$ cat config.mk
export PLATFORM = sky130hd
export DESIGN_NAME = jstk2_spi_responder_flat
export DESIGN_NICKNAME = d
export VERILOG_FILES = /design/src/rtl/jstk2_pkg.sv /design/src/rtl/jstk2_spi_responder_if.sv /design/src/rtl/spi_sync_edge.sv /design/src/rtl/jstk2_spi_responder.sv /design/src/flat_wrapper.sv
export SDC_FILE = /design/constraint.sdc
export NUM_CORES = 1
export LEC_CHECK = 0
export ABC_AREA = 1
export CAP_MARGIN = 25
export CORE_MARGIN = 2
export CORE_UTILIZATION = 50
export CTS_CLUSTER_SIZE = 25
export DETAILED_ROUTE_END_ITERATION = 16
export PLACE_DENSITY = 0.73
export SLEW_MARGIN = 40
export SYNTH_ARGS = -nofsm -noshare
export SYNTH_HDL_FRONTEND = slang
export SYNTH_HIERARCHICAL = 1
export SYNTH_SLANG_ARGS = --single-unit
$ cat constraint.sdc
create_clock -name clk -period 2.38 [get_ports clk]
set_input_delay 0.595 -clock clk [delete_from_list [all_inputs] [get_ports clk]]
set_output_delay 0.595 -clock clk [all_outputs]
set_load 0.005 [all_outputs]
$ cat src/rtl/jstk2_pkg.sv
// Shared definitions for the PmodJSTK2 SPI responder: packet layout, command codes and FSM states.
// Ports: none (package).
// Packet bytes go on the wire in declaration order (x_lo first), each byte MSB first.
package jstk2_pkg;

  localparam int         JSTK2_PKT_BYTES   = 5;
  localparam logic [7:0] JSTK2_CMD_SET_LED = 8'h84;

  typedef struct packed {
    logic [7:0] x_lo;
    logic [7:0] x_hi;
    logic [7:0] y_lo;
    logic [7:0] y_hi;
    logic [7:0] btn;
  } jstk2_pkt_t;

  typedef enum logic {
    IDLE,
    SHIFT
  } jstk2_state_t;

  // Builds the 5-byte report from raw fabric values.
  function automatic jstk2_pkt_t jstk2_build_pkt(input logic [9:0] x,
                                                 input logic [9:0] y,
                                                 input logic [1:0] b);
    jstk2_pkt_t p;
    p.x_lo = x[7:0];
    p.x_hi = {6'b0, x[9:8]};
    p.y_lo = y[7:0];
    p.y_hi = {6'b0, y[9:8]};
    p.btn  = {6'b0, b};
    return p;
  endfunction

endpackage

$ cat src/rtl/jstk2_spi_responder_if.sv
// SPI pin bundle between a joystick master and the JSTK2 responder.
// Ports: SS (active-low select), SCLK (mode 0, idle low), MOSI, MISO.
// master drives SS/SCLK/MOSI and reads MISO; slave is the mirror image.
interface jstk2_spi_responder_if;
  logic SS;
  logic SCLK;
  logic MOSI;
  logic MISO;

  modport master (output SS, output SCLK, output MOSI, input MISO);
  modport slave  (input SS, input SCLK, input MOSI, output MISO);
endinterface

$ cat src/rtl/spi_sync_edge.sv
// Synchronizer for one asynchronous SPI pin plus single-cycle rise/fall pulses.
// Ports: clk, rst (sync, active-high), din (async pin), dout (synced level), rise/fall (pulses).
// Edge pulses appear STAGES cycles after the pin changes; the consumer acts one cycle later.
module spi_sync_edge #(
  parameter int STAGES    = 2,    // must be at least 2
  parameter bit RESET_VAL = 1'b0  // idle level of the pin
) (
  input  logic clk,
  input  logic rst,
  input  logic din,
  output logic dout,
  output logic rise,
  output logic fall
);

  logic [STAGES-1:0] chain;
  logic              prev;
  // Edges are suppressed until the chain has been refilled from the real pin
  // after reset; otherwise a pin held away from RESET_VAL across reset would
  // look like a fresh edge (e.g. SS still low after a mid-frame reset).
  logic [STAGES:0]   prime;

  always_ff @(posedge clk) begin
    if (rst) begin
      chain <= {STAGES{RESET_VAL}};
      prev  <= RESET_VAL;
      prime <= '0;
    end else begin
      chain <= {chain[STAGES-2:0], din};
      prev  <= chain[STAGES-1];
      prime <= {prime[STAGES-1:0], 1'b1};
    end
  end

  assign dout = chain[STAGES-1];
  assign rise = prime[STAGES] &  dout & ~prev;
  assign fall = prime[STAGES] & ~dout &  prev;

endmodule

$ cat src/rtl/jstk2_spi_responder.sv
// SPI mode-0 slave emulating a PmodJSTK2: serves a snapshot of x_val/y_val/btn as the 5-byte packet.
// Ports: clk, rst (sync, active-high), spi (SS/SCLK/MOSI/MISO), x_val, y_val, btn, frame_done, busy;
//        with JSTK2_LED_CMD_EN defined also led_r/led_g/led_b/led_valid from the 0x84 set-LED command.
module jstk2_spi_responder
  import jstk2_pkg::*;
#(
  parameter int SYNC_STAGES  = 2,
  parameter int PACKET_BYTES = JSTK2_PKT_BYTES
) (
  input  logic                   clk,
  input  logic                   rst,
  jstk2_spi_responder_if.slave   spi,
  input  logic [9:0]             x_val,
  input  logic [9:0]             y_val,
  input  logic [1:0]             btn,
  output logic                   frame_done,
  output logic                   busy
`ifdef JSTK2_LED_CMD_EN
  ,
  output logic [7:0]             led_r,
  output logic [7:0]             led_g,
  output logic [7:0]             led_b,
  output logic                   led_valid
`endif
);

  localparam int PKT_W     = $bits(jstk2_pkt_t);
  localparam int DONE_BITS = PACKET_BYTES * 8;
  // Shift register is at least one full report wide; bytes past PACKET_BYTES are masked to 0.
  localparam int SH_W      = ((PACKET_BYTES > JSTK2_PKT_BYTES) ? PACKET_BYTES : JSTK2_PKT_BYTES) * 8;
  localparam logic [SH_W-1:0] KEEP_MASK = ~({SH_W{1'b1}} >> DONE_BITS);

  // ---------------- pin synchronizers ----------------
  logic ss_lvl_unused, ss_rise, ss_fall;
  logic sclk_lvl_unused, sclk_rise, sclk_fall;
  logic mosi_s, mosi_rise_unused, mosi_fall_unused;

  spi_sync_edge #(.STAGES(SYNC_STAGES), .RESET_VAL(1'b1)) u_sync_ss (
    .clk(clk), .rst(rst), .din(spi.SS),
    .dout(ss_lvl_unused), .rise(ss_rise), .fall(ss_fall)
  );

  spi_sync_edge #(.STAGES(SYNC_STAGES), .RESET_VAL(1'b0)) u_sync_sclk (
    .clk(clk), .rst(rst), .din(spi.SCLK),
    .dout(sclk_lvl_unused), .rise(sclk_rise), .fall(sclk_fall)
  );

  spi_sync_edge #(.STAGES(SYNC_STAGES), .RESET_VAL(1'b0)) u_sync_mosi (
    .clk(clk), .rst(rst), .din(spi.MOSI),
    .dout(mosi_s), .rise(mosi_rise_unused), .fall(mosi_fall_unused)
  );

  // ---------------- FSM ----------------
  jstk2_state_t state_q, state_d;
  logic [SH_W-1:0] shreg;
  logic [5:0]      bit_cnt;
  logic            miso_q;
  logic [SH_W-1:0] load_val;

  assign load_val = (SH_W'(jstk2_build_pkt(x_val, y_val, btn)) << (SH_W - PKT_W)) & KEEP_MASK;

  always_ff @(posedge clk) begin
    if (rst) state_q <= IDLE;
    else     state_q <= state_d;
  end

  always_comb begin
    state_d = state_q;
    case (state_q)
      IDLE:    if (ss_fall) state_d = SHIFT;
      SHIFT:   if (ss_rise) state_d = IDLE;
      default: state_d = IDLE;
    endcase
  end

  always_comb begin
    busy       = (state_q == SHIFT);
    frame_done = (state_q == SHIFT) && ss_rise && (32'(bit_cnt) >= DONE_BITS);
  end

  // ---------------- shift datapath ----------------
  // In IDLE only SS falling matters, so a coincident SCLK edge is dropped.
  always_ff @(posedge clk) begin
    if (rst) begin
      shreg   <= '0;
      bit_cnt <= '0;
      miso_q  <= 1'b0;
    end else begin
      case (state_q)
        IDLE: begin
          if (ss_fall) begin
            shreg   <= load_val;
            bit_cnt <= '0;
            miso_q  <= load_val[SH_W-1];
          end
        end
        SHIFT: begin
          if (ss_rise) begin
            miso_q <= 1'b0;
          end else begin
            if (sclk_rise && (bit_cnt != 6'h3F)) bit_cnt <= bit_cnt + 6'd1;
            if (sclk_fall) begin
              // Zero refill: clocks past the packet read 0 instead of wrapping.
              shreg  <= {shreg[SH_W-2:0], 1'b0};
              miso_q <= shreg[SH_W-2];
            end
          end
        end
        default: ;
      endcase
    end
  end

  assign spi.MISO = miso_q;

`ifdef JSTK2_LED_CMD_EN
  // ---------------- set-LED command decode ----------------
  logic [7:0] rx_byte, cmd_q, r_q, g_q;
  logic [7:0] rx_next;
  logic       led_vld_q;

  assign rx_next = {rx_byte[6:0], mosi_s};

  // bit_cnt still holds the pre-increment count here, so 7 marks the 8th bit of a byte.
  always_ff @(posedge clk) begin
    if (rst) begin
      rx_byte   <= '0;
      cmd_q     <= '0;
      r_q       <= '0;
      g_q       <= '0;
      led_r     <= '0;
      led_g     <= '0;
      led_b     <= '0;
      led_vld_q <= 1'b0;
    end else begin
      led_vld_q <= 1'b0;
      if ((state_q == IDLE) && ss_fall) begin
        rx_byte <= '0;
        cmd_q   <= '0;
      end else if ((state_q == SHIFT) && !ss_rise && sclk_rise) begin
        rx_byte <= rx_next;
        if (bit_cnt[2:0] == 3'd7) begin
          case (bit_cnt[5:3])
            3'd0: cmd_q <= rx_next;
            3'd1: r_q   <= rx_next;
            3'd2: g_q   <= rx_next;
            3'd3: begin
              if (cmd_q == JSTK2_CMD_SET_LED) begin
                led_r     <= r_q;
                led_g     <= g_q;
                led_b     <= rx_next;
                led_vld_q <= 1'b1;
              end
            end
            default: ;
          endcase
        end
      end
    end
  end

  assign led_valid = led_vld_q;
`else
  logic mosi_unused;
  assign mosi_unused = mosi_s;
`endif

endmodule

$ cat src/flat_wrapper.sv
// flat-port wrapper written by rule: the top's interface ports become plain ports
module jstk2_spi_responder_flat import jstk2_pkg::*;
#(
  parameter int SYNC_STAGES  = 2,
  parameter int PACKET_BYTES = JSTK2_PKT_BYTES
)
  (clk, rst, x_val, y_val, btn, frame_done, busy, spi_SS, spi_SCLK, spi_MOSI, spi_MISO);
  jstk2_spi_responder_if spi_i ();
  input  logic clk;
  input  logic rst;
  input  logic [9:0] x_val;
  input  logic [9:0] y_val;
  input  logic [1:0] btn;
  output logic frame_done;
  output logic busy;
  input wire logic [$bits(spi_i.SS)-1:0] spi_SS;
  input wire logic [$bits(spi_i.SCLK)-1:0] spi_SCLK;
  input wire logic [$bits(spi_i.MOSI)-1:0] spi_MOSI;
  output wire logic [$bits(spi_i.MISO)-1:0] spi_MISO;
  assign spi_i.SS = spi_SS;
  assign spi_i.SCLK = spi_SCLK;
  assign spi_i.MOSI = spi_MOSI;
  assign spi_MISO = spi_i.MISO;
  jstk2_spi_responder #(.SYNC_STAGES(SYNC_STAGES), .PACKET_BYTES(PACKET_BYTES)) u_core (.clk(clk), .rst(rst), .spi(spi_i), .x_val(x_val), .y_val(y_val), .btn(btn), .frame_done(frame_done), .busy(busy));
endmodule
==> results of run 1 <==
[through the flow]
stage,instances,utilization,hold WS (ps)
floorplan,357,-,383
global placement,436,0.585,389
detailed placement,436,0.585,395
CTS,452,0.633,402
global route,452,0.633,422
finish,452,0.633,401
[cells by family (layout without fill, tap and decap cells)]
| logic type | count (synthesis) | in the layout | synth area share |
|---|---|---|---|
| flip-flops | 59 | 59 | 0.468 |
| AO/OA/AOI/OAI | 52 | 52 | 0.111 |
| buffers and inverters | 42 | 70 | 0.0798 |
| adder cells (fa/ha/maj) | 2 | 2 | 0.00991 |
| AND/OR/NAND/NOR | 202 | 202 | 0.332 |
[sequential cells by signal (all words and copies together) (netlist names)]
name	cells
u_core/u_sync_ss/prime	3
u_core/u_sync_ss/chain	2
u_core/u_sync_ss/prev	1
u_core/shreg	39
u_core/bit_cnt	6
u_core/u_sync_sclk/chain	2
u_core/u_sync_sclk/prime	3
u_core/u_sync_sclk/prev	1
u_core/spi.MISO	1
u_core/busy	1
[what timing repair did]
action / CTS / global route
hold buffers: 0 / 0
gates resized for setup: 0 / 1
hold endpoints to repair: 0 / 0
endpoints found under the setup margin: 0 / 1
[worst register-to-register path: stages, from the launching register on]
cell and delay (ps):
sky130_fd_sc_hd__dfxtp_1 340, sky130_fd_sc_hd__buf_4 410, sky130_fd_sc_hd__inv_4 270, sky130_fd_sc_hd__nand2_8 170
sky130_fd_sc_hd__o21ai_2 70, sky130_fd_sc_hd__nand2_2 60, sky130_fd_sc_hd__buf_4 350, sky130_fd_sc_hd__nand2_1 120
sky130_fd_sc_hd__a21oi_1 160
[cell type report]
type                    instances  area (um^2)  share of cell area
repair buffers                 32          313               0.103
flip-flops and latches         59         1180               0.390
multi-input cells             256         1140               0.376
inverters                      22         85.1              0.0281
well taps                      67         83.8              0.0277
clock inverters                 4         72.6              0.0239
clock buffers                  12          155              0.0512
[power breakdown]
group          switching (W)  internal, W
Clock               0.000385     0.000645
Combinational      0.0000484    0.0000544
Sequential        0.00000570      0.00100
[path summary, 6_finish.rpt]
check,to,slack [ps]
max,busy,100
min,u_core/u_sync_sclk/prime[2],400
max reg2reg,u_core/shreg[11],380
min reg2reg,u_core/u_sync_sclk/prime[2],400
[placed cells by master, fill, tap and decap left out, drive strengths merged]
cell type / n
buf: 4
ha: 2
o21ai: 23
clkdlybuf4s50: 27
clkinvlp: 1
nand4: 2
a21oi: 27
o22ai: 1
nand2: 109
a211oi: 1
clkinv: 1
inv: 22
or2: 3
nand3: 29
nor3b: 1
dfxtp: 59
bufinv: 2
nor2: 58
dlymetal6s2s: 1
clkbuf: 12
[layer usage]
layer  part of all wire  GRT usage  vias up
li1                   -          -     1176
met1               0.49      0.257      966
met2               0.44      0.298       55
met3              0.055     0.0643        5
met4              0.014      0.107        0
met5                  0          0        -
==> results.txt, run 1 <==
----------------------------------------------------
[Worst setup path]
  Max stage delay on crit path ... 590 ps
  Sort of element at the end of the critical path ... output port
  Logic depth of the worst setup path including buffers ... 2
  Launching point of the worst reg2reg path ... u_core/busy
  Number of buffer and inverter instances along the worst setup path ... 2
  Critical path's top delay family ... buffers and inverters
  Slowest cell on the critical path ... sky130_fd_sc_hd__clkdlybuf4s50_1
  Element type at the critical path start ... flip-flop
  Required time at the worst-slack endpoint ... 1780 ps
  Crit path DAT ... 1680 ps
  Cell depth of the worst flop-to-flop path ... 8
  Crit path kind ... flip-flop to output port
  Critical-path cell list ... buf_4, clkdlybuf4s50_1
  Setup crit start ... u_core/busy
  Maximum fanout along the worst path ... 43

[Power]
  Maximum vdd ir drop ... 0.410 mV
  Lkg Pwr ... 1.28 nW
  Total Power ... 0.00214 W
  Pwr/cell area ... 706 nW/um^2

[Synth]
  Average cell area after synthesis ... 7.07 um^2
  Most numerous cell types in the synthesized netlist ... 106 x sky130_fd_sc_hd__nand2_1, 59 x sky130_fd_sc_hd__dfxtp_1, 58 x sky130_fd_sc_hd__nor2_1
  Yosys warnings ... 6
  Flop and latch count out of synthesis ... 59
  Synth async-reset ratio ... 0
  Library cell occupying the most area in the post-synthesis netlist ... sky130_fd_sc_hd__dfxtp_1
  Number of enable-type register cells in the synthesized netlist ... 0
  Nets in the synthesized netlist ... 386
  Most used flip-flop cell after synthesis ... sky130_fd_sc_hd__dfxtp_1
  Post-Syn Instances ... 357
  Count of unique library cells instantiated by Yosys ... 25
  Top area cells in the synthesized netlist ... sky130_fd_sc_hd__dfxtp_1 47%, sky130_fd_sc_hd__nand2_1 16%, sky130_fd_sc_hd__nor2_1 8.6%, sky130_fd_sc_hd__nand3_1 5.8%, sky130_fd_sc_hd__a21oi_1 5.4%
  Mapped cell area ... 2520 um^2
  Synth top area share ... 0.468
  Most repeated cell in the gate-level netlist after synthesis ... sky130_fd_sc_hd__nand2_1
  Proportion of synthesized chip area in sequential cells ... 0.468

[Detailed routing]
  TritonRoute pass-1 iters ... 4
  Vias/cell ... 4.87
  Routed len/inst ... 11.0 um
  DRT antenna net count ... 0
  Number of violations reported at the end of detailed-routing iteration 0 ... 172
  Total routed wirelength ... 4950 um
  DRC violations left ... 0
  Count of vias placed by the detailed router ... 2,202

[Clock network]
  CTS tree ... done
  Count of clock tree sinks ... 59
  Clock-pin transition on the worst setup and hold timing paths ... 60 ps
  Cts bufs inserted ... 9
  Post-CTS Setup Bufs ... 0
  CTS root buf ... sky130_fd_sc_hd__clkbuf_8
  Htree depth ... 3
  Worst-skew pair later-pin latency ... 340 ps
  CTS max path bufs ... 2

[Min path]
  Tightest Hold Check Type ... flip-flop to flip-flop
  Hold Crit Depth ... 2
  Hold path startpoint ... u_core/u_sync_sclk/prime[1]

[GRT]
  Initial antenna violation count ... 0
  Remaining global-route overflow ... 0
  Largest net degree at the start of global routing ... 44
  First-pass GRT wire length ... 8410 um
  Vias in the first global route ... 1,940
  GRT Resource Usage Total ... 0.200

[Run status]
  Result of the run ... finished, final reports clean

[Floorplanning]
  Die W ... 75.0 um
  Area enclosed by the die boundary ... 5630 um^2
  Placeable Area ... 4790 um^2
  Row Count ... 25
  Number of I/O pins ... 30
  Initial cell density of the core ... 0.527
  Die Height ... 75.0 um

[Layout]
  Ratio of cells with drive above 1 in the final layout ... 0.0701
  Number of fill cells in the layout ... 457
  # diodes ... 0
  Total number of nets in the final design ... 409
  Area Growth Syn to Fin ... 20.1%
  Post-route design area ... 3030 um^2

[Run]
  Max-cap viol count ... 0

[Placement]
  Final weighted congestion of routability-driven global placement ... 0.763
  Buffers on Ports ... 28
  Total placed instance area ... 2800 um^2
  Post-place setup slack ... 371 ps
  Post-DP HPWL ... 2940 um

[STA]
  Share of the clock period used by the worst path ... 0.957
  Final Max Tran Viols ... 0
  Sum of negative setup slack ... 0 ps
  Highest attainable clock frequency ... 439 MHz
  Slack of the critical path ... 103 ps
  Clock Skew ... 6.65 ps
  Setup-failing EPs final ... 0
  Final-report hold violation count ... 0
  Final period demand of the worst path ... 2280 ps
  Relative slew slack ... 0.566
  Setup repair after global routing missed its margin ... false
  Actual slew at the worst max-slew pin ... 651 ps

----------------------------------------------------
(Power assumes the default switching activity.)
==> run 2: changes to the inputs <==
--- a/config.mk
+++ b/config.mk
@@ -11,7 +11,7 @@
 export CORE_UTILIZATION = 50
 export CTS_CLUSTER_SIZE = 25
 export DETAILED_ROUTE_END_ITERATION = 16
-export PLACE_DENSITY = 0.73
+export PLACE_DENSITY = 0.75
 export SLEW_MARGIN = 40
 export SYNTH_ARGS = -nofsm -noshare
 export SYNTH_HDL_FRONTEND = slang
==> constraint.sdc (replaced) <==
create_clock -name clk -period 1.96 [get_ports clk]
set_input_delay 0.49 -clock clk [delete_from_list [all_inputs] [get_ports clk]]
set_output_delay 0.49 -clock clk [all_outputs]
set_load 0.005 [all_outputs]
==> run 2 against run 1 <==
  * Flip-flop and latch count did not move
  * Clock power rose by 13%
  * Critical path type unchanged
  * Final area is 1.2% higher
  * Largest cell class unchanged
  * Sequential share of layout area decreased by 0.45 points
  * Total power increased by 18%
  * Worst setup slack worse by 4.1 ps
==> results.txt, run 2 (synthesis results as in run 1) <==
----------------------------------------------------
[STA]
  Highest attainable clock frequency ... 537 MHz
  Relative slew slack ... 0.678 (was 0.566)
  Clock Skew ... 5.34 ps (was 6.65 ps)
  Setup repair after global routing missed its margin ... false (unchanged)
  Actual slew at the worst max-slew pin ... 482 ps (was 651 ps)
  Final period demand of the worst path ... 1860 ps
  Setup-failing EPs final ... 0 (unchanged)
  Slack of the critical path ... 99.0 ps (was 103 ps)
  Final-report hold violation count ... 0 (unchanged)
  Share of the clock period used by the worst path ... 0.950
  Tightest hold margin ... 403 ps (was 401 ps)
  Sum of negative setup slack ... 0 ps (unchanged)
  Final Max Tran Viols ... 0 (unchanged)

[Run]
  Max-cap viol count ... 0 (unchanged)

[GRT]
  GRT Resource Usage Total ... 0.204 (was 0.200)
  Remaining global-route overflow ... 0 (unchanged)
  Initial antenna violation count ... 0 (unchanged)
  First-pass GRT wire length ... 8710 um (was 8410 um)
  Largest net degree at the start of global routing ... 41 (was 44)
  Vias in the first global route ... 2,084 (was 1,940)

[Power]
  Pwr/cell area ... 821 nW/um^2 (was 706 nW/um^2)
  Lkg Pwr ... 1.28 nW (about the same)
  Maximum vdd ir drop ... 0.564 mV (was 0.410 mV)
  Total Power ... 0.00252 W (was 0.00214 W)

[Clock network]
  CTS tree ... done (unchanged)
  Cts bufs inserted ... 9 (unchanged)
  Htree depth ... 3 (unchanged)
  CTS root buf ... sky130_fd_sc_hd__clkbuf_8 (unchanged)
  CTS max path bufs ... 2 (unchanged)
  Worst-skew pair later-pin latency ... 330 ps (was 340 ps)
  Clock-pin transition on the worst setup and hold timing paths ... 60 ps (about the same)
  Count of clock tree sinks ... 59 (unchanged)
  Count of hold buffers inserted by post-cts repair ... 0 (unchanged)

[Layout]
  Ratio of cells with drive above 1 in the final layout ... 0.0777 (was 0.0701)
  Total number of nets in the final design ... 411 (was 409)
  Register name with the most flops ... u_core/shreg (unchanged)
  Most common library cell in the layout ignoring fill and taps ... sky130_fd_sc_hd__nand2_1 (unchanged)
  Biggest registers after layout ... u_core/shreg: 39 flops, u_core/bit_cnt: 6 flops (unchanged)
  Max reg flops ... 39 (unchanged)
  Top library cells by usage in the layout, fill and taps aside ... 106 x sky130_fd_sc_hd__nand2_1, 59 x sky130_fd_sc_hd__dfxtp_1, 57 x sky130_fd_sc_hd__nor2_1 (was 106 x sky130_fd_sc_hd__nand2_1, 59 x sky130_fd_sc_hd__dfxtp_1, 58 x sky130_fd_sc_hd__nor2_1)
  # diodes ... 0 (unchanged)
  Post-route design area ... 3070 um^2 (was 3030 um^2)
  Number of fill cells in the layout ... 429 (was 457)
  Area Growth Syn to Fin ... 21.5% (was 20.1%)

[Detailed routing]
  DRC violations left ... 0 (unchanged)
  Total routed wirelength ... 5030 um (was 4950 um)
  Vias/cell ... 4.96 (was 4.87)
  TritonRoute pass-1 iters ... 4 (unchanged)
  Number of violations reported at the end of detailed-routing iteration 0 ... 154 (was 172)
  Count of vias placed by the detailed router ... 2,249 (was 2,202)
  DRT antenna net count ... 0 (unchanged)
  Routed len/inst ... 11.1 um (was 11.0 um)

[Min path]
  Tightest Hold Check Type ... flip-flop to flip-flop (unchanged)

[Floorplanning]
  Number of I/O pins ... 30 (unchanged)
  Initial cell density of the core ... 0.527 (unchanged)
  Die W ... 75.0 um (unchanged)
  Placeable Area ... 4790 um^2 (unchanged)
  Area enclosed by the die boundary ... 5630 um^2 (unchanged)
  Die Height ... 75.0 um (unchanged)
  Row Count ... 25 (unchanged)

[Worst setup path]
  Element type at the critical path start ... flip-flop (unchanged)
  Sort of element at the end of the critical path ... output port (unchanged)
  Required time at the worst-slack endpoint ... 1470 ps (was 1780 ps)
  Crit path DAT ... 1370 ps (was 1680 ps)
  Maximum fanout along the worst path ... 3 (was 43)
  Crit path kind ... flip-flop to output port (unchanged)

[Placement]
  Post-place setup slack ... 62.7 ps (was 371 ps)
  Final weighted congestion of routability-driven global placement ... 0.772 (was 0.763)
  Total placed instance area ... 2850 um^2 (was 2800 um^2)
  Post-DP HPWL ... 3110 um (was 2940 um)
  Buffers on Ports ... 28 (unchanged)

[Run status]
  Result of the run ... finished, final reports clean (unchanged)

----------------------------------------------------
==> run 2: critical path: stages (launching register included) <==
cell and delay [ps]:
sky130_fd_sc_hd__dfxtp_1 350, sky130_fd_sc_hd__nand2_1 70, sky130_fd_sc_hd__nor2_2 120, sky130_fd_sc_hd__nand2_1 110, sky130_fd_sc_hd__a211oi_2 150, sky130_fd_sc_hd__dlygate4sd2_1 250
==> run 2: path summary, 6_finish.rpt <==
kind	start	slack (ps)	endpoint	cells after the start
worst max register to register	u_core/bit_cnt[0]	380	u_core/bit_cnt[4]	8
worst min register to register	u_core/u_sync_sclk/prime[0]	400	u_core/u_sync_sclk/prime[1]	2
worst min-delay path	u_core/u_sync_sclk/prime[0]	400	u_core/u_sync_sclk/prime[1]	2
worst max-delay path	u_core/u_sync_ss/chain[1]	100	frame_done	5
==> run 2: cell type report <==
class	count	area, um^2	share of cell area
repair buffers	34	362	0.118
well taps	67	83.8	0.0273
clock inverters	5	78.8	0.0257
multi-input cells	256	1150	0.375
inverters	22	85.1	0.0277
flip-flops and latches	59	1180	0.385
clock buffers	10	128	0.0416
==> run 2: through the flow <==
| step | utilization | instances |
|---|---|---|
| floorplan | - | 357 |
| finish | 0.641 | 453 |
| CTS | 0.640 | 453 |
| detailed placement | 0.596 | 438 |
| global placement | 0.596 | 438 |
| global route | 0.641 | 453 |
==> run 2: repair_timing <==
| action | CTS | global route |
|---|---|---|
| gates resized for setup | 2 | 1 |
| endpoints found under the hold margin | 0 | 0 |
| setup buffers | 0 | 0 |
| endpoints found under the setup margin | 1 | 1 |
==> run 2: per-layer routing <==
metal	up-vias	routed length (um)	global-route usage	share of wire
met5	-	0	0	0
met4	0	78	0.101	0.016
met3	8	199	0.0442	0.040
met2	48	2360	0.344	0.47
met1	1014	2390	0.246	0.47
li1	1179	-	-	-
==> run 2: power by group <==
group	leakage, nW	switching [W]	internal, W	total [W]
clock network	0.106	0.000458	0.000706	0.00116
registers	0.478	0.00000700	0.00122	0.00122
logic	0.696	0.0000601	0.0000715	0.000132
